File: config.mk
export PLATFORM = sky130hd
export DESIGN_NAME = piso_tx_arbiter
export DESIGN_NICKNAME = d
export VERILOG_FILES = /design/src/rtl/piso_arb_pkg.sv /design/src/rtl/piso_shift_core.sv /design/src/rtl/piso_tx_arbiter.sv
export SDC_FILE = /design/constraint.sdc
export NUM_CORES = 1
export LEC_CHECK = 0
export CAP_MARGIN = 5
export CORE_UTILIZATION = 40
export DETAILED_ROUTE_END_ITERATION = 12
export GPL_ROUTABILITY_DRIVEN = 0
export PLACE_DENSITY = 0.79
export RECOVER_POWER = 25
export SKIP_CTS_REPAIR_TIMING = 1
export SLEW_MARGIN = 0
export SYNTH_ARGS = -nofsm -noshare
export SYNTH_HDL_FRONTEND = slang
export SYNTH_SLANG_ARGS = --single-unit
File: constraint.sdc
create_clock -name clk -period 2.1 [get_ports clk]
set_input_delay 0.42 -clock clk [delete_from_list [all_inputs] [get_ports clk]]
set_output_delay 0.42 -clock clk [all_outputs]
set_load 0.01 [all_outputs]
File: src/rtl/piso_arb_pkg.sv
// Shared definitions for the PISO transmit arbiter.
//   state_t   : sequencer states (IDLE -> SHIFT -> GAP -> IDLE)
//   OWN_W     : owner index width for the default requester count
//   rr_pick() : round-robin winner search starting after a base index
package piso_arb_pkg;

    localparam int N_REQ_DEF  = 4;
    localparam int DATA_W_DEF = 4;
    localparam int OWN_W      = $clog2(N_REQ_DEF);

    typedef enum logic [1:0] {
        IDLE  = 2'd0,
        SHIFT = 2'd1,
        GAP   = 2'd2
    } state_t;

    // Returns the first set bit of req_vec visiting base+1, base+2, ...
    // modulo n. The base itself is visited last. Supports n up to 8.
    // Returns 0 when nothing is set; callers only use it with |req.
    function automatic int rr_pick(input int base, input logic [7:0] req_vec,
                                   input int n);
        int  pick;
        int  idx;
        logic found;
        pick  = 0;
        found = 1'b0;
        for (int i = 1; i <= 8; i++) begin
            idx = (base + i) % n;
            if (!found && (i <= n) && req_vec[idx[2:0]]) begin
                pick  = idx;
                found = 1'b1;
            end
        end
        return pick;
    endfunction

endpackage

File: src/rtl/piso_shift_core.sv
// Parallel-in / serial-out shift register, LSB first.
//   clk, rst : clock, asynchronous active-low reset
//   load     : capture d (takes priority over shift)
//   shift    : shift right by one, filling with zero
//   d        : parallel word
//   q0       : current serial bit (register bit 0)
module piso_shift_core #(
    parameter int DATA_W = 4
) (
    input  logic              clk,
    input  logic              rst,
    input  logic              load,
    input  logic              shift,
    input  logic [DATA_W-1:0] d,
    output logic              q0
);

    logic [DATA_W-1:0] r_sreg;

    always_ff @(posedge clk or negedge rst) begin
        if (!rst) begin
            r_sreg <= '0;
        end else if (load) begin
            r_sreg <= d;
        end else if (shift) begin
            r_sreg <= {1'b0, r_sreg[DATA_W-1:1]};
        end
    end

    assign q0 = r_sreg[0];

endmodule

File: src/rtl/piso_tx_arbiter.sv
// Round-robin arbiter sharing one PISO shifter among N_REQ requesters.
// A granted word is loaded, sent LSB first for DATA_W cycles with
// ser_valid high, then one idle gap cycle before re-arbitration.
//   clk, rst    : clock, asynchronous active-low reset
//   en          : allows a new grant (only looked at in IDLE)
//   req, data   : per-requester request and flattened words
//   ack         : one-cycle one-hot pulse in the cycle after the load edge
//   ser_out     : serial bit, forced to 0 outside ser_valid
//   ser_valid   : high during the DATA_W bit cycles of a frame
//   busy        : high during SHIFT and GAP
//   owner       : index of the current/last granted requester
//   o_dbg_state : current sequencer state (state_t encoding)
//
// Handshake: a requester holds req high with data stable; the grant edge
// captures data and raises ack[i] for exactly one cycle. The requester
// may drop or advance req/data at the following edge. Requests seen
// outside IDLE are simply left pending.
module piso_tx_arbiter
    import piso_arb_pkg::*;
#(
    parameter int N_REQ  = 4,
    parameter int DATA_W = 4
) (
    input  logic                      clk,
    input  logic                      rst,
    input  logic                      en,
    input  logic [N_REQ-1:0]          req,
    input  logic [N_REQ*DATA_W-1:0]   data,
    output logic [N_REQ-1:0]          ack,
    output logic                      ser_out,
    output logic                      ser_valid,
    output logic                      busy,
    output logic [$clog2(N_REQ)-1:0]  owner,
    output logic [1:0]                o_dbg_state
);

    localparam int OWN_BITS = $clog2(N_REQ);
    localparam int CNT_W    = $clog2(DATA_W);
    localparam logic [CNT_W-1:0] CNT_LAST = CNT_W'(DATA_W - 1);

    state_t                r_state, w_state_nxt;
    logic [CNT_W-1:0]      r_cnt, w_cnt_nxt;
    logic [OWN_BITS-1:0]   r_last, w_last_nxt;
    logic [OWN_BITS-1:0]   r_owner, w_owner_nxt;
    logic [N_REQ-1:0]      r_ack, w_ack_nxt;
    logic                  r_valid, w_valid_nxt;
    logic                  r_busy, w_busy_nxt;
    logic                  w_load, w_shift;
    logic [7:0]            w_req8;
    logic [OWN_BITS-1:0]   w_pick;
    logic [DATA_W-1:0]     w_load_word;
    logic                  w_q0;

    assign w_load_word = data[int'(w_pick)*DATA_W +: DATA_W];

    piso_shift_core #(
        .DATA_W (DATA_W)
    ) u_shift (
        .clk   (clk),
        .rst   (rst),
        .load  (w_load),
        .shift (w_shift),
        .d     (w_load_word),
        .q0    (w_q0)
    );

    always_ff @(posedge clk or negedge rst) begin
        if (!rst) begin
            r_state <= IDLE;
            r_cnt   <= '0;
            r_last  <= OWN_BITS'(N_REQ - 1);  // requester 0 wins first
            r_owner <= '0;
            r_ack   <= '0;
            r_valid <= 1'b0;
            r_busy  <= 1'b0;
        end else begin
            r_state <= w_state_nxt;
            r_cnt   <= w_cnt_nxt;
            r_last  <= w_last_nxt;
            r_owner <= w_owner_nxt;
            r_ack   <= w_ack_nxt;
            r_valid <= w_valid_nxt;
            r_busy  <= w_busy_nxt;
        end
    end

    always_comb begin
        w_req8              = '0;
        w_req8[N_REQ-1:0]   = req;
        w_pick              = OWN_BITS'(rr_pick(int'(r_last), w_req8, N_REQ));

        w_state_nxt = r_state;
        w_cnt_nxt   = r_cnt;
        w_last_nxt  = r_last;
        w_owner_nxt = r_owner;
        w_ack_nxt   = '0;
        w_valid_nxt = r_valid;
        w_busy_nxt  = r_busy;
        w_load      = 1'b0;
        w_shift     = 1'b0;

        case (r_state)
            IDLE: begin
                w_valid_nxt = 1'b0;
                w_busy_nxt  = 1'b0;
                if (en && |req) begin
                    w_load      = 1'b1;
                    for (int i = 0; i < N_REQ; i++) begin
                        w_ack_nxt[i] = (w_pick == OWN_BITS'(i));
                    end
                    w_owner_nxt = w_pick;
                    w_last_nxt  = w_pick;
                    w_cnt_nxt   = '0;
                    w_valid_nxt = 1'b1;
                    w_busy_nxt  = 1'b1;
                    w_state_nxt = SHIFT;
                end
            end
            SHIFT: begin
                w_shift   = 1'b1;
                w_cnt_nxt = r_cnt + CNT_W'(1);
                // Last bit is on the line this cycle; next cycle is the gap.
                if (r_cnt == CNT_LAST) begin
                    w_valid_nxt = 1'b0;
                    w_state_nxt = GAP;
                end
            end
            GAP: begin
                w_valid_nxt = 1'b0;
                w_busy_nxt  = 1'b0;
                w_state_nxt = IDLE;
            end
            default: begin
                w_valid_nxt = 1'b0;
                w_busy_nxt  = 1'b0;
                w_state_nxt = IDLE;
            end
        endcase
    end

    assign ack         = r_ack;
    assign ser_valid   = r_valid;
    assign ser_out     = r_valid & w_q0;
    assign busy        = r_busy;
    assign owner       = r_owner;
    assign o_dbg_state = r_state;

endmodule

======== After elaboration in Yosys (flattened, before gate mapping) ========
Cells that the tools add are included.
storage, ports and cells
  input bits .............................. 23
  register bits ........................... 18
operators by class
  shift operators ......................... 1
  mux-type cells .......................... 30
  eq/ne operators ......................... 7
  bitwise logic cells ..................... 5
  reductions and logical operators ........ 19
  add/subtract/negate cells ............... 5
  order comparisons ....................... 4
operator list
  operator               count
  $lt A3 B4 Y1 const B   4
  $mux W4                4
  $shiftx A16 B5 Y4      1
  $mux W2                7
  $bmux W1 S3            4
  $mux W1                11
  $pmux W2 S2            2
  $reduce_or A2 Y1       4
  $add A2 B1 Y2 const B  3
  $eq A2 B2 Y1 const B   3
  $reduce_and A2 Y1      3
  $add A2 B2 Y2 const B  2
  $and A1 B1 Y1 const A  4
  $eq A2 B1 Y1 const B   2
  $logic_and A1 B1 Y1    4
  $logic_not A2 Y1       2
  $ne A2 B2 Y1 const B   2
  $pmux W1 S2            2
  $reduce_bool A2 Y1     2
  $reduce_or A4 Y1       1
  $logic_not A1 Y1       3
  $and A1 B1 Y1          1

======== Longest topological paths before layout ========
  word-level depth ........................ 18
  gate-level depth with buffers ........... 7
  mapped depth without buffers ............ 5

======== Hierarchy ========
From an unflattened synthesis, not the netlist that was laid out.
unflattened totals
  cell total of the unflattened synthesis .. 90
  area, all modules ....................... 923.4 um^2
modules (own cells, without submodules)
  module           cells an instance  times used  area an instance (um^2)  seq. area each (um^2)
  piso_tx_arbiter  74                 1           752.0                    352.8
  piso_shift_core  16                 1           171.4                    100.1

======== Worst setup path before layout ========
OpenSTA, ideal clock, no wires.
  path type ............................... flip-flop to flip-flop
  from .................................... register r_last[1]
  to ...................................... register u_shift.r_sreg[1]
  clock period less this slack ............ 1.920 ns
  stages on the path, launching flop included .. 8
  library setup time ...................... 0.124 ns
  buffers on the path ..................... 2
  required time ........................... 1.976 ns
  arrival time ............................ 1.796 ns
  slack ................................... 0.180 ns
  cell sequence ........................... dfstp_2 -> buf_6 -> mux2i_1 -> o2bb2ai_2 -> nor2_2 -> buf_6 -> mux2_4 -> a211o_1
on the way
  cells in the longest elaborated chain, start to end .. 17
ends and longest elaborated chain
  what                               RTL line               RTL
  start: declaration                 piso_tx_arbiter.sv:43  logic [OWN_BITS-1:0] r_last, w_last_nxt;
  start signal: assignment           piso_tx_arbiter.sv:71  r_last <= OWN_BITS'(N_REQ - 1);
  start signal: assignment           piso_tx_arbiter.sv:79  r_last <= w_last_nxt;
  $add A2 B1 Y2                      piso_arb_pkg.sv:28     idx = (base + i) % n;
  $reduce_or A2 Y1 (no source line)  --
  $and A1 B1 Y1 (no source line)     --
  $bmux W1 S3                        piso_arb_pkg.sv:29     if (!found && (i <= n) && req_vec[idx[2:0]]) begin
  $mux W1 (implied by the code)      piso_arb_pkg.sv:29
  $mux W1                            piso_arb_pkg.sv:29
  $logic_not A1 Y1                   piso_arb_pkg.sv:29
  $logic_and A1 B1 Y1                piso_arb_pkg.sv:29
  $mux W1                            piso_arb_pkg.sv:29
  $logic_not A1 Y1                   piso_arb_pkg.sv:29
  $logic_and A1 B1 Y1                piso_arb_pkg.sv:29
  $mux W1                            piso_arb_pkg.sv:29
  $logic_not A1 Y1                   piso_arb_pkg.sv:29
  $logic_and A1 B1 Y1                piso_arb_pkg.sv:29
  $mux W2 (*)                        piso_arb_pkg.sv:29
  $shiftx A16 B5 Y4 (*)              piso_tx_arbiter.sv:54  assign w_load_word = data[int'(w_pick)*DATA_W +: DATA_W];
  $mux W4 (*)                        piso_shift_core.sv:23  end else if (load) begin
  end signal: assignment             piso_shift_core.sv:26  r_sreg <= {1'b0, r_sreg[DATA_W-1:1]};
  end: declaration                   piso_shift_core.sv:18  logic [DATA_W-1:0] r_sreg;
Every way passes the cells marked *; elsewhere a longest branch is shown, timed or not. The select of a mux whose other input is x is not followed.
A chain may end at the register's enable or synchronous reset.

======== Final worst setup path ========
  from .................................... input port req[0]
  to ...................................... register u_shift.r_sreg[1]
on the way
  cells in the longest elaborated chain, start to end .. 14
ends and longest elaborated chain
  what                           RTL line               RTL
  start: declaration             piso_tx_arbiter.sv:27  input logic [N_REQ-1:0] req,
  $bmux W1 S3                    piso_arb_pkg.sv:29
  $mux W1 (implied by the code)  piso_arb_pkg.sv:29
  $mux W1                        piso_arb_pkg.sv:29
  $logic_not A1 Y1               piso_arb_pkg.sv:29
  $logic_and A1 B1 Y1            piso_arb_pkg.sv:29
  $mux W1                        piso_arb_pkg.sv:29
  $logic_not A1 Y1               piso_arb_pkg.sv:29
  $logic_and A1 B1 Y1            piso_arb_pkg.sv:29
  $mux W1                        piso_arb_pkg.sv:29
  $logic_not A1 Y1               piso_arb_pkg.sv:29
  $logic_and A1 B1 Y1            piso_arb_pkg.sv:29
  $mux W2                        piso_arb_pkg.sv:29
  $shiftx A16 B5 Y4              piso_tx_arbiter.sv:54
  $mux W4                        piso_shift_core.sv:23
Several ways; a longest one is shown, not always the timed one. The select of a mux whose other input is x is not followed.

==> metrics.md <==
| Metric | Value |
|---|---|
| IO Port Bufs | `33` |
| Clock tree root buffer cell | `clkbuf_4` |
| Cell area after layout | `1410 um2` |
| I/O pins | `34` |
| Via count | `859` |
| Chip Width | `51.5 um` |
| H-tree lvl count | `1` |
| Final setup margin | `0.0809 ns` |
| RSZ-0062 raised after global routing | `false` |
| Global-route wire length before repair | `3280 um` |
| Final core utilization | `a little over three fifths` |
| Power Density | `1170 nW/um2` |
| Overall Power | `1.65 mW` |
| DRT iter0 DRCs | `8` |
| Vias in the first global route | `approximately 770` |
| Distinct cells, synth | `40` |
| Clk_lat worst skew | `just under 0.3 ns` |
| Synth Flop Type | `dfrtp_1` |
| Worst endpoint required time | `~2.3 ns` |
| Cells after Synth | `96` |
| Peak supply drop | `0.657 mV` |
| Synthesized area per cell | `10.2 um2` |
| Synthesized flop and latch total | `18` |
| Drt pass-1 iters | `4` |
| WL met2 | `around 1000 um` |
| CP arrival | `2.21 ns` |
| Global Route Usage Sum | `17.4%` |
| Grt total ovfl | `0` |
| Top-area cell type share of the netlist area | `between 40 and 50%` |
| Hold Vio Cnt, Final | `0` |
| Seq/Total Area, Yosys | `46.3%` |
| Yosys warnings | `0` |
| Die area | `2650 um2` |
| CTS buffer count | `3` |
| Top layer in use | `met4` |
| Drt drc | `0` |
| Final period util | `96.1%` |
| Synthesized cell area | `978 um2` |
| Synth area leaders | `dfrtp_1 (41%), dfstp_2 (5.4%), nand2_1 (5.4%)` |
| Worst R2R Setup Slack | `0.14 ns` |
| Largest net degree at the start of global routing | `19` |
| Status | `completed` |
| Ant diodes | `0` |
| Shortest clock period the worst path allows after layout | `approximately 2.0 ns` |
| CTS tree | `yes` |
| Clock net sink count | `18` |
| Clk buf depth | `2` |
| CP max FO | `4` |
| Critical setup path kind | `input pin to flip-flop` |
| Core ar. | `2250 um2` |
| Final WL | `just under 2000 um` |
| Cell taking the most area after synthesis | `dfrtp_1` |
| P_leak | `~0.64 nW` |
| Layout cell share with drive strength beyond 1 | `between 15 and 20%` |
| Slew Limit Headroom | `39.5%` |
| Worst setup EP type | `flip-flop` |
| Post-DRT Antenna Nets | `0` |
| DR WL met3 | `109 um` |
| Initial antenna violation count | `0` |
| Die H | `51.5 um` |
| Initial Util | `between 40 and 50%` |
| Number of vias per cell | `between 5 and 6` |
| Dpl ws | `-0.246 ns` |
| P&R area growth vs syn | `44.1%` |
| Max Clock Skew | `0.00238 ns` |
| Hold Crit Class | `flip-flop to flip-flop` |
| Filler cells | `around 210` |
| Storage element area | `453 um2` |
| Max_cap viols | `0` |
| Area after DPL | `1380 um2` |
| Mapped Nets | `120` |
| CP startpoint kind | `input pin` |
| Post-detail-place hpwl | `1630 um` |
| Final Slew Violations | `0` |
| Achievable Freq | `a little under 0.5 GHz` |
| DRT met1 WL | `865 um` |
| Synth cell count leaders | `dfrtp_1 (16), nand2_1 (14), nor2_1 (7), a21oi_1 (6), o21ai_0 (5)` |
| EDFF count, synth | `0` |
| Wire per inst | `~12 um` |
| FP Rows | `17` |
| Setup TNS | `0 ns` |
| Worst-margin pin slew | `0.907 ns` |
| Multi-input logic area | `484 um2` |
| Ys async rst share | `100%` |
| Nets | `164` |
| Most frequent cell after synthesis | `dfrtp_1` |
| Worst-path clk slew | `0.10 ns` |
| Setup Viol. Count Final | `0` |
## per-stage QoR
step	hold WS (ns)	std cells
after floorplan	0.124	96
after global placement	0.464	163
after detailed placement	0.472	163
after CTS	0.447	167
after global routing	0.527	167
final	0.484	167
## cell families after synthesis
group | count (synthesis) | synth area share [%]
compound gates | 25 | 19.7
fa+ha+maj | 1 | 1.28
buf+inv | 5 | 4.22
flops | 18 | 46.3
mux | 6 | 6.78
simple gates | 41 | 21.7
## path summary, 6_finish.rpt
kind	startpoint	end	cells after the start
max in group asynchronous	rst	r_cnt[1]	2
hold reg to reg	busy	busy	2
setup reg to reg	r_last[1]	u_shift.r_sreg[1]	6
min in group asynchronous	rst	u_shift.r_sreg[3]	2
hold / removal	busy	busy	2
setup / recovery	req[0]	u_shift.r_sreg[1]	7
## layout make-up
cell class	count	area share [%]
clock buffers	4	2.57
inverters	2	0.532
multi-input cells	73	34.3
flip-flops and latches	18	32.1
well taps	28	2.48
repair buffers	42	28.0
## sequential cells by signal (all words and copies together) (netlist names)
signal          flops
ack                 4
busy                1
o_dbg_state         2
ser_valid           1
r_last              2
owner               2
u_shift.r_sreg      4
r_cnt               2
## critical path, stage by stage
cell and delay, ns:
clkdlybuf4s50_1 0.48, and2b_1 0.22, o21ba_1 0.22, nor2_2 0.16, buf_4 0.14, mux2_4 0.28, a211o_1 0.28
## metal layers
metal,track usage (%),vias up
li1,-,426
met1,20.5,404
met2,28.4,25
met3,5.65,4
met4,8.11,0
met5,0,-
## cells in the final DEF (no fill, tap or decap), types with 2 or more instances in the layout
| cell type | n |
|---|---|
| nand2_1 | 14 |
| clkbuf_4 | 3 |
| clkdlybuf4s50_1 | 32 |
| dfrtp_1 | 16 |
| nor2_1 | 7 |
| and3_1 | 2 |
| nor2_2 | 2 |
| o21ai_0 | 5 |
| dfstp_2 | 2 |
| and2_1 | 3 |
| nor3_1 | 2 |
| nand3_1 | 2 |
| mux2i_1 | 4 |
| a211oi_1 | 2 |
| a21oi_1 | 6 |
| buf_4 | 8 |
## power by group
group	total (mW)	switching, mW	leakage (nW)	internal [mW]
Combinational	0.837	0.388	0.398	0.449
Sequential	0.601	0.103	0.225	0.499
Clock	0.210	0.104	0.0210	0.106
Total	1.65	0.595	0.644	1.05
(Power assumes the default switching activity.)
==> variant, RTL diff (same settings) <==
Register the output `o_dbg_state` once more, cleared by the reset; this adds one clock of latency there. The other outputs are not delayed to match.
--- a/src/rtl/piso_tx_arbiter.sv
+++ b/src/rtl/piso_tx_arbiter.sv
@@ -144,5 +144,11 @@
     assign busy        = r_busy;
     assign owner       = r_owner;
-    assign o_dbg_state = r_state;
+    always_ff @(posedge clk or negedge rst) begin
+        if (!rst) begin
+            o_dbg_state <= '0;
+        end else begin
+            o_dbg_state <= r_state;
+        end
+    end
 
 endmodule
Function: changed (a bounded check fails within 4 cycles, from zero or initial values and one cycle with rst low).
==> variant against the unedited design <==
- synthesized area rose by 3.7%
- cell area up 5.9%
- combinational power up 7.2%
- fmax rose by 2.4%
- total power increased by 5.9%
- first-iteration DRC count up 100%
- sequential cell count rose by 2
- sequential power grew 8.3%
- routed wire length up 27%
- non-clock buffer count up 6
- worst hold slack worse by 0.049 ns
- setup slack better by 0.046 ns
- critical path type unchanged
- largest cell class is now flip-flops and latches
==> variant: results (changes against the unedited design) <==
[timing]
worst_slew_pin_slew_ns = 1.072  ; +0.1649 ns
finalHoldWorstSlack_ns = 0.4350  ; -0.04913 ns
min_period_over_period = 0.9394  ; -0.02213
timing.clock.skew_ns = 0.005632  ; +0.003253 ns

[logic_synthesis]
async_reset_ff_frac = 1.000  ; unchanged
synthDominantCellAreaShare = 0.4439  ; +0.03469
synth_nets = 121  ; +0.83%
syn-mean-instance-area_um2 = 10.46  ; +2.6%
post_synth_num_cell_types = 32  ; -20%
synth_area_leaders = sky130_fd_sc_hd__dfrtp_1 (44%), sky130_fd_sc_hd__dfstp_2 (5.2%), sky130_fd_sc_hd__a211oi_1 (4.4%)
yosysSeqAreaShare = 0.4957  ; +0.03277

[clocking]
clock_latency_ns = 0.31  ; +0.02 ns
cts_inserted_buffers = 3  ; unchanged

[placed_design]
placement.setup.worst_slack_ns = -0.2235  ; +0.02209 ns
detailedPlacementHpwl_um = 1987  ; +22%
post-place-cells = 170  ; +4.3%

[detailed_routing]
drt_wl_total_um = 2523  ; +27%
wl_per_cell_um = 14.50  ; +22%
starting_drc_count_in_detailed_routing = 16  ; +8
num_vias = 922  ; +7.3%

[grt]
grt_max_degree = 21  ; +2
first_global_vias = 944  ; +23%
global_route_wire_length_before_repair_um = 4257  ; +30%
total_global_routing_track_utilization = 0.2203  ; +0.04635

[pwr]
worst_ir_drop_vdd_v = 0.0006686  ; +1.8%
total_leakage_power_nw = 0.6590  ; +2.4%

[critical_path]
worstPathMaxFanout = 3  ; -1
crit_arrival_ns = 2.18  ; -0.03 ns
r2r_setup_slack_ns = 0.24  ; +0.10 ns

[cells_and_area]
drive_gt1_frac = 0.2055  ; +0.01123
layout.filler_cells = 190  ; -8.2%

[outcome]
status = complete, no violations

-- variant: changes by cell type in the layout (fill, tap and decap cells not counted), moves of 2 or more --
| cell | before | now |
|---|---|---|
| sky130_fd_sc_hd__o31a_1 | 0 | 3 |
| sky130_fd_sc_hd__nor2_2 | 2 | 0 |
| sky130_fd_sc_hd__buf_4 | 8 | 14 |
| sky130_fd_sc_hd__nand2b_1 | 1 | 3 |
| sky130_fd_sc_hd__nand2_1 | 14 | 12 |
| sky130_fd_sc_hd__dfrtp_1 | 16 | 18 |
| sky130_fd_sc_hd__a21oi_2 | 0 | 2 |
| sky130_fd_sc_hd__a21o_1 | 1 | 3 |
| sky130_fd_sc_hd__nor3_1 | 2 | 0 |
| sky130_fd_sc_hd__nor2_1 | 7 | 9 |
| sky130_fd_sc_hd__a211oi_1 | 2 | 6 |
| sky130_fd_sc_hd__a21oi_1 | 6 | 2 |
-- variant: cell families after synthesis --
family                   count (synthesis)  synth area share
buffers and inverters                    3           0.02219
flip-flops                              20            0.4957
multiplexers                             5           0.05179
adder cells (fa/ha/maj)                  1           0.01233
AND/OR/NAND/NOR                         41            0.2182
AO/OA/AOI/OAI                           27            0.1998
-- variant: worst max-delay path, cell delays in order --
cell	delay [ns]
sky130_fd_sc_hd__clkdlybuf4s50_1	0.44
sky130_fd_sc_hd__nor2b_2	0.18
sky130_fd_sc_hd__o21a_2	0.22
sky130_fd_sc_hd__nor3_2	0.21
sky130_fd_sc_hd__mux2_2	0.36
sky130_fd_sc_hd__a221o_1	0.34
-- variant: metal layers --
metal | part of all wire | vias up | global-route usage
li1 | - | 446 | -
met1 | 0.43 | 443 | 0.2624
met2 | 0.50 | 28 | 0.3924
met3 | 0.044 | 5 | 0.02899
met4 | 0.022 | 0 | 0.09211
met5 | 0 | - | 0
-- variant: path summary, 6_finish.rpt --
path	start	endpoint	depth (start not counted)
max in group asynchronous	rst	r_state[0]	2
min in group asynchronous	rst	ack[2]	2
max reg2reg	r_last[0]	u_shift.r_sreg[3]	5
min reg2reg	r_state[1]	o_dbg_state[1]	0
min	r_state[1]	o_dbg_state[1]	0
max	req[3]	u_shift.r_sreg[3]	6
-- variant: power breakdown --
part           internal, W  switching [W]
logic             0.000471       0.000426
clock network    0.0000743       0.000122
registers         0.000555      0.0000967
total              0.00110       0.000645
-- variant: area by class of cell --
| class | count | share of cell area |
|---|---|---|
| clock buffer | 4 | 0.01760 |
| sequential | 20 | 0.3370 |
| multi-input combinational | 74 | 0.3277 |
| tap | 28 | 0.02347 |
| timing repair buffer | 48 | 0.2942 |
-- variant: per-stage QoR --
step | area, um^2 | utilization
2_1_floorplan | 1015 | -
6_report | 1493 | 0.6498
3_3_place_gp | 1470 | 0.6400
5_1_grt | 1493 | 0.6498
4_1_cts | 1496 | 0.6514
3_5_place_dp | 1470 | 0.6400
